<file path="config.mk">
export PLATFORM = sky130hd
export DESIGN_NAME = ir_encoder
export DESIGN_NICKNAME = d
export VERILOG_FILES = /design/src/rtl/ir_encoder.sv
export SDC_FILE = /design/constraint.sdc
export NUM_CORES = 1
export LEC_CHECK = 0
export BUFFER_PORTS_ARGS = -buffer_cell sky130_fd_sc_hd__buf_2
export CORE_UTILIZATION = 30
export DETAILED_ROUTE_END_ITERATION = 6
export PLACE_DENSITY = 0.46
export SLEW_MARGIN = 20
export SYNTH_ARGS = -nofsm -noshare
export SYNTH_HDL_FRONTEND = slang
export SYNTH_SLANG_ARGS = --single-unit
</file>
<file path="constraint.sdc">
create_clock -name clk -period 4.1 [get_ports clk]
set_input_delay 0.41 -clock clk [delete_from_list [all_inputs] [get_ports clk]]
set_output_delay 0.41 -clock clk [all_outputs]
set_load 0.05 [all_outputs]
</file>
<file path="src/rtl/ir_encoder.sv">
// ir_encoder: NEC infrared transmitter producing a carrier-modulated frame from a 32-bit command or a repeat request
module ir_encoder #(
  parameter int clk_hz       = 25000000,
  parameter int unit_cycles  = 14062,
  parameter int carrier_half = 329,
  parameter int gap_units    = 64,
  parameter bit modulate     = 1'b1
) (
  input  logic        clk,
  input  logic        rst,
  input  logic        valid,
  input  logic        repeat_frame,
  input  logic [31:0] command,
  output logic        ready,
  output logic        done,
  output logic        envelope,
  output logic        ir_out
);
  localparam logic [2:0] S_IDLE   = 3'd0;
  localparam logic [2:0] S_LEAD_B = 3'd1;
  localparam logic [2:0] S_LEAD_S = 3'd2;
  localparam logic [2:0] S_BIT_B  = 3'd3;
  localparam logic [2:0] S_BIT_S  = 3'd4;
  localparam logic [2:0] S_STOP_B = 3'd5;
  localparam logic [2:0] S_GAP    = 3'd6;
  localparam int max_units = gap_units > 16 ? gap_units : 16;
  localparam int lw = $clog2(max_units * unit_cycles + 1);
  localparam int pw = $clog2(carrier_half + 1);
  localparam logic [lw-1:0] c_lead  = lw'(16 * unit_cycles - 1);
  localparam logic [lw-1:0] c_sp8   = lw'(8 * unit_cycles - 1);
  localparam logic [lw-1:0] c_sp4   = lw'(4 * unit_cycles - 1);
  localparam logic [lw-1:0] c_one   = lw'(unit_cycles - 1);
  localparam logic [lw-1:0] c_three = lw'(3 * unit_cycles - 1);
  localparam logic [lw-1:0] c_gap   = lw'(gap_units * unit_cycles - 1);
  localparam logic [pw-1:0] c_ph    = pw'(carrier_half - 1);

  if (clk_hz < 1 || unit_cycles < 2 || carrier_half < 1 || gap_units < 0) begin : g_bad_params
    $error("ir_encoder: invalid parameters");
  end

  logic [2:0]    r_state, w_ns;
  logic [lw-1:0] r_left, w_nl;
  logic [4:0]    r_bit, w_nb;
  logic [31:0]   r_cmd;
  logic          r_rpt;
  logic [pw-1:0] r_ph, w_nph;
  logic          r_car, w_ncar;
  logic          r_ready, r_done, r_env, r_ir;
  logic          w_done, w_last, w_acc, w_nenv, w_step, w_wrap;

  assign w_last   = r_left == '0;
  assign w_acc    = r_ready && valid;
  assign ready    = r_ready;
  assign done     = r_done;
  assign envelope = r_env;
  assign ir_out   = r_ir;

  // Next state, remaining-cycle count and bit index; each state loads its full length on entry
  always_comb begin
    w_ns   = r_state;
    w_nl   = r_left - lw'(1);
    w_nb   = r_bit;
    w_done = 1'b0;
    case (r_state)
      S_IDLE: if (w_acc) begin
        w_ns = S_LEAD_B;
        w_nl = c_lead;
      end
      S_LEAD_B: if (w_last) begin
        w_ns = S_LEAD_S;
        w_nl = r_rpt ? c_sp4 : c_sp8;
      end
      S_LEAD_S: if (w_last) begin
        w_ns = r_rpt ? S_STOP_B : S_BIT_B;
        w_nl = c_one;
        w_nb = '0;
      end
      S_BIT_B: if (w_last) begin
        w_ns = S_BIT_S;
        w_nl = r_cmd[r_bit] ? c_three : c_one;
      end
      S_BIT_S: if (w_last) begin
        w_ns = &r_bit ? S_STOP_B : S_BIT_B;
        w_nl = c_one;
        w_nb = r_bit + 5'd1;
      end
      S_STOP_B: if (w_last) begin
        w_ns   = gap_units == 0 ? S_IDLE : S_GAP;
        w_nl   = c_gap;
        w_done = gap_units == 0;
      end
      S_GAP: if (w_last) begin
        w_ns   = S_IDLE;
        w_done = 1'b1;
      end
      default: w_ns = S_IDLE;
    endcase
  end

  // Carrier phase for the upcoming cycle; held cleared unless a burst continues so every burst starts high
  always_comb begin
    w_nenv = w_ns == S_LEAD_B || w_ns == S_BIT_B || w_ns == S_STOP_B;
    w_step = r_env && w_nenv;
    w_wrap = r_ph == c_ph;
    w_nph  = !w_step || w_wrap ? '0 : r_ph + pw'(1);
    w_ncar = !w_step ? 1'b1 : w_wrap ? ~r_car : r_car;
  end

  // Register FSM, latched request and all outputs
  always_ff @(posedge clk) begin
    if (!rst) begin
      r_state <= S_IDLE;
      r_left  <= '0;
      r_bit   <= '0;
      r_cmd   <= '0;
      r_rpt   <= 1'b0;
      r_ph    <= '0;
      r_car   <= 1'b1;
      r_ready <= 1'b1;
      r_done  <= 1'b0;
      r_env   <= 1'b0;
      r_ir    <= 1'b0;
    end else begin
      r_state <= w_ns;
      r_left  <= w_nl;
      r_bit   <= w_nb;
      if (w_acc) begin
        r_cmd <= command;
        r_rpt <= repeat_frame;
      end
      r_ph    <= w_nph;
      r_car   <= w_ncar;
      r_ready <= w_ns == S_IDLE;
      r_done  <= w_done;
      r_env   <= w_nenv;
      r_ir    <= w_nenv && (modulate ? w_ncar : 1'b1);
    end
  end
endmodule

</file>
### Yosys cells after proc, flatten, opt, wreduce, memory -nomap -nowiden

Index checks and enable logic that the tools add are counted.

* input port bits: 36
* output and inout bits: 4
* word-level logic and storage cells: 71
* register bits after elaboration: 75

* equality and inequality tests: 12
* magnitude comparators: 1
* bitwise gates (word level): 2
* add/sub/neg operators: 3
* reduce and logical (&&, ||, !) cells: 16
* multiplexer cells: 26

Operator list (number)
* 20-bit 2-to-1 mux: 5
* 20-bit one-hot mux with 5 select lines: 1
* 3-bit 2-to-1 mux: 9
* 3-bit one-hot mux with 7 select lines: 1
* 20-bit logical NOT: 1
* 20-bit by 1-bit subtractor with 20-bit output, second input constant: 1
* 17-bit 2-to-1 mux: 1
* 16-bit 2-to-1 mux: 1
* 3-bit == test, second input constant: 4
* 5-bit 2-to-1 mux: 2
* 5-bit one-hot mux with 2 select lines: 1
* 9-bit by 1-bit adder with 9-bit output, second input constant: 1
* 3-bit by 2-bit == test with 1-bit output, second input constant: 3
* 9-bit == test, second input constant: 1
* 3-bit by 1-bit == test with 1-bit output, second input constant: 2
* 3-bit logical NOT: 2
* 5-bit by 6-bit less-than comparator with 1-bit output, second input constant: 1
* 5-bit by 1-bit adder with 5-bit output, second input constant: 1
* 1-bit binary-select mux with 5-bit select: 1
* 5-bit AND reduction: 1
* 1-bit 2-to-1 mux: 4
* 2-bit inequality test, second input constant: 2
* 2-bit OR reduction: 2
* 1-bit logical AND: 3
* other kinds (6): 9

### Longest topological paths before layout

* depth after elaboration: 11
* mapped depth: 9
* gate-level depth less buffers: 8

### Worst setup path before layout

Ideal clock, no wire load.

* path type: reg2reg
* from: reg r_left[10]
* to: reg r_left[5]
* period minus slack after synthesis: 2.070 ns
* buffers on the path: 0
* library setup time: 0.116 ns
* slack: 2.030 ns
* cell stages (with the launch flop): 6
* data required time: 3.984 ns
* data arrival time: 1.954 ns
* cells stage by stage: dfxtp_1 -> or4_1 -> or3_4 -> nor4_4 -> o211ai_1 -> a41o_1

* longest elaborated chain between the ends: 3
* elaborated cells on any way between the ends: 6
* those cells by class: 5 x mux; 1 x reduce/logical

Ends and longest elaborated chain
* from (decl): RTL line 42 `logic [lw-1:0] r_left, w_nl;`
* from (signal assigned): RTL line 125 `r_left <= w_nl;`
* 20-bit logical NOT (*): RTL line 51 `assign w_last = r_left == '0;`
* 20-bit 2-to-1 mux (on tied branches)
* 20-bit one-hot mux with 5 select lines (*): RTL line 64 `case (r_state)`

Every way passes the cells marked *; elsewhere a longest branch is shown, timed or not.
A chain may end at the register's enable or synchronous reset.

### Worst setup path after layout

* from: reg r_bit[0]
* to: reg r_left[2]

* longest elaborated chain between the ends: 5

Ends and longest elaborated chain
* from (decl): RTL line 43 `logic [4:0] r_bit, w_nb;`
* from (signal assigned): RTL line 126 `r_bit <= w_nb;`
* 1-bit binary-select mux with 5-bit select: RTL line 80 `w_nl = r_cmd[r_bit] ? c_three : c_one;`
* 1-bit 2-to-1 mux (implied by the code): RTL line 80
* 16-bit 2-to-1 mux: RTL line 80
* 20-bit 2-to-1 mux: RTL line 78 `S_BIT_B: if (w_last) begin`
* 20-bit one-hot mux with 5 select lines: RTL line 64

No other way between the ends. The select of a mux whose other input is x is not followed.

==> impl_metrics.tcl <==
set metrics [dict create \
    syn_area_um2 3930 \
    fin_nets 535 \
    slew_headroom 0.436 \
    core_um2 12700 \
    cts_made_buffers 9 \
    fp.dieArea_um2 13500 \
    overflow 0 \
    drv_cap 0 \
    path_clk_slew_ns 0.06 \
    period_minus_slack_ns 2.49 \
    multi_input_area_um2 2250 \
    timing.setup.tns_ns 0 \
    clock_sinks 75 \
    drt_iter0_markers 142 \
    min_path_type "input port to register" \
    async_reset_ff_frac 0 \
    cts_setup_buffers 0 \
    layoutNonFillerInstCount 670 \
    combPwrFrac 0.171 \
    max_freq_ghz 0.402 \
    place_inst 655 \
    p_per_area_nw_per_um2 413 \
    initial_utilization 0.310 \
    syn_inst 466 \
    ff_latch_area_um2 1500 \
    vias 3319 \
    slew_viol_final 0 \
    p_leak_uw 0.00162 \
    areaGrowthSynthToFinish_pct 14.7 \
    ios 40 \
    clockBufferDepth 2 \
    synth_top_cells_by_area "dfxtp_1 38%, nand2_1 8.7%, a21boi_0 7.3%, nor2_1 3.9%, mux4_2 3.4%" \
    tightest_slew_ns 0.846 \
    finish.instance_area_um2 4500 \
    gp_congestion 0.866 \
    synth_cell_type_count 64 \
    die_w_um 116 \
    rsz0062_at_grt "false" \
    p_seq_frac 0.447 \
    syn_nets 507 \
    grt_max_degree 64 \
    drtPass1Iterations 4 \
    crit_arrival_ns 2.74 \
    grt_usage 0.164 \
    crit_fanout 9 \
    critPathKind "register to register" \
    ys_warn_count 0 \
    htreeDepth 3 \
    skew_ns 0.00553 \
    drc_errors 0 \
    grt_pass1_vias 3295 \
    antenna_found_initial 0 \
    setup_viol 0 \
    dpl.hpwl_um 6970 \
    cts_tree "done" \
    numPortBuffers 39 \
    dieHeight_um 116 \
    wl_per_cell_um 14.8 \
    internal-power_uw 1330 \
    ys_seq_elements 75 \
    switching_share 0.285 \
    ys.flop_type "dfxtp_1" \
    synth_edf_count 0 \
    antenna_cells 0 \
    cts_resized 0 \
    clk_latency_ns 0.33 \
    final.fill_count 1344 \
    fin_crit_sh 0.606 \
    rows 41 \
    p_sw_uw 530 \
    final_antenna_net_count 0 \
    hold_viol 0 \
    power_uw 1860 \
    worst_setup_path_start_kind "register" \
    viasPerCell 4.95 \
    worstPathRequired_ns 4.35 \
    cts-hold-fix-buffers 0 \
    peakVddDrop_v 0.000158 \
    pwr-share-clk 0.382 \
    outcome "finished, final reports clean" \
    finalWirelength_um 9950 \
    end_kind "register" \
    synth_seq_area_share 0.383 \
    place_area_um2 4240 \
    grt_pass1_wl_um 16900 \
    syn_avg_cell_area_um2 8.42 \
    synth_top_area_share 0.383 \
    yosys.area.top_type "dfxtp_1" \
    cts-root-buf "clkbuf_16" \
    post-route-util 0.355 \
    ys_top_cells_by_count "91 x nand2_1, 75 x dfxtp_1, 41 x nor2_1, 38 x a21boi_0, 19 x nor3_1" \
    drive_gt1_frac 0.161 \
    yosys.cell_count.top_type "nand2_1" \
]
[power by group through the flow]
| stage | clock [uW] | sequential, uW | combinational (uW) |
|---|---|---|---|
| floorplan | 0 | 841 | 241 |
| global placement | 0 | 847 | 321 |
| detailed placement | 0 | 847 | 318 |
| CTS | 730 | 831 | 320 |
| global route | 769 | 839 | 359 |
| finish | 710 | 831 | 318 |
[layer usage]
metal / up-vias / share of wire / track usage
met2: 101 / 0.45 / 0.254
met4: 0 / 0.019 / 0.0744
met3: 13 / 0.051 / 0.0265
met1: 1517 / 0.48 / 0.224
met5: - / 0 / 0
li1: 1688 / - / -
[flip-flops by register name, summed over array words and instances (netlist names)]
signal	count
r_rpt	1
r_state	3
envelope	1
r_car	1
r_bit	5
ir_out	1
done	1
ready	1
r_cmd	32
r_left	20
r_ph	9
[metrics by stage]
step	worst slack, ns	hold slack (ns)
2_1_floorplan	2.03	0.430
3_3_place_gp	1.62	0.436
3_5_place_dp	1.58	0.447
4_1_cts	1.58	0.319
5_1_grt	1.28	0.327
6_report	1.61	0.327
[layout by cell type, fill, tap and decap left out, types with 4 or more instances in the layout]
cell / n
xor2_1: 10
dfxtp_1: 75
nand3_1: 10
and2_1: 5
buf_2: 39
o21ai_0: 15
ha_1: 5
mux2i_1: 6
clkbuf_16: 9
nor2b_1: 4
a21oi_1: 11
or4_1: 5
o21a_1: 5
a21boi_0: 38
xnor2_1: 12
inv_1: 13
nor2_1: 41
nor4_1: 5
buf_4: 4
mux4_2: 6
nor3_1: 19
nand2_1: 91
[final timing paths]
kind               from         to  slack, ns  depth (start not counted)
max            r_bit[0]  r_left[2]       1.61                          7
min          command[7]   r_cmd[7]       0.33                          3
max reg2reg    r_bit[0]  r_left[2]       1.61                          7
min reg2reg    envelope      r_car       0.46                          1
[kinds of logic after synthesis]
kind of cell	after synthesis	synth area share
AND/OR/NAND/NOR	208	0.267
AO/OA/AOI/OAI	104	0.190
flip-flops	75	0.383
buffers and inverters	40	0.0453
XOR/XNOR	22	0.0491
multiplexers	12	0.0497
adder cells (fa/ha/maj)	5	0.0159
[area by class of cell]
cell class                      count  area share
Clock buffer                       12      0.0548
Tap cell                          172      0.0478
Multi-Input combinational cell    351       0.499
Sequential cell                    75       0.334
Clock inverter                      3     0.00334
Inverter                           14      0.0117
Timing Repair Buffer               43      0.0500
[critical path: stages, from the launching register on]
cell and delay, ns:
dfxtp_1 0.65, buf_4 0.27, mux4_2 0.51, a2bb2oi_1 0.14
a22o_1 0.21, o211ai_1 0.31, nand2_1 0.13, a31oi_1 0.19
Power figures use the tool's default switching activity.
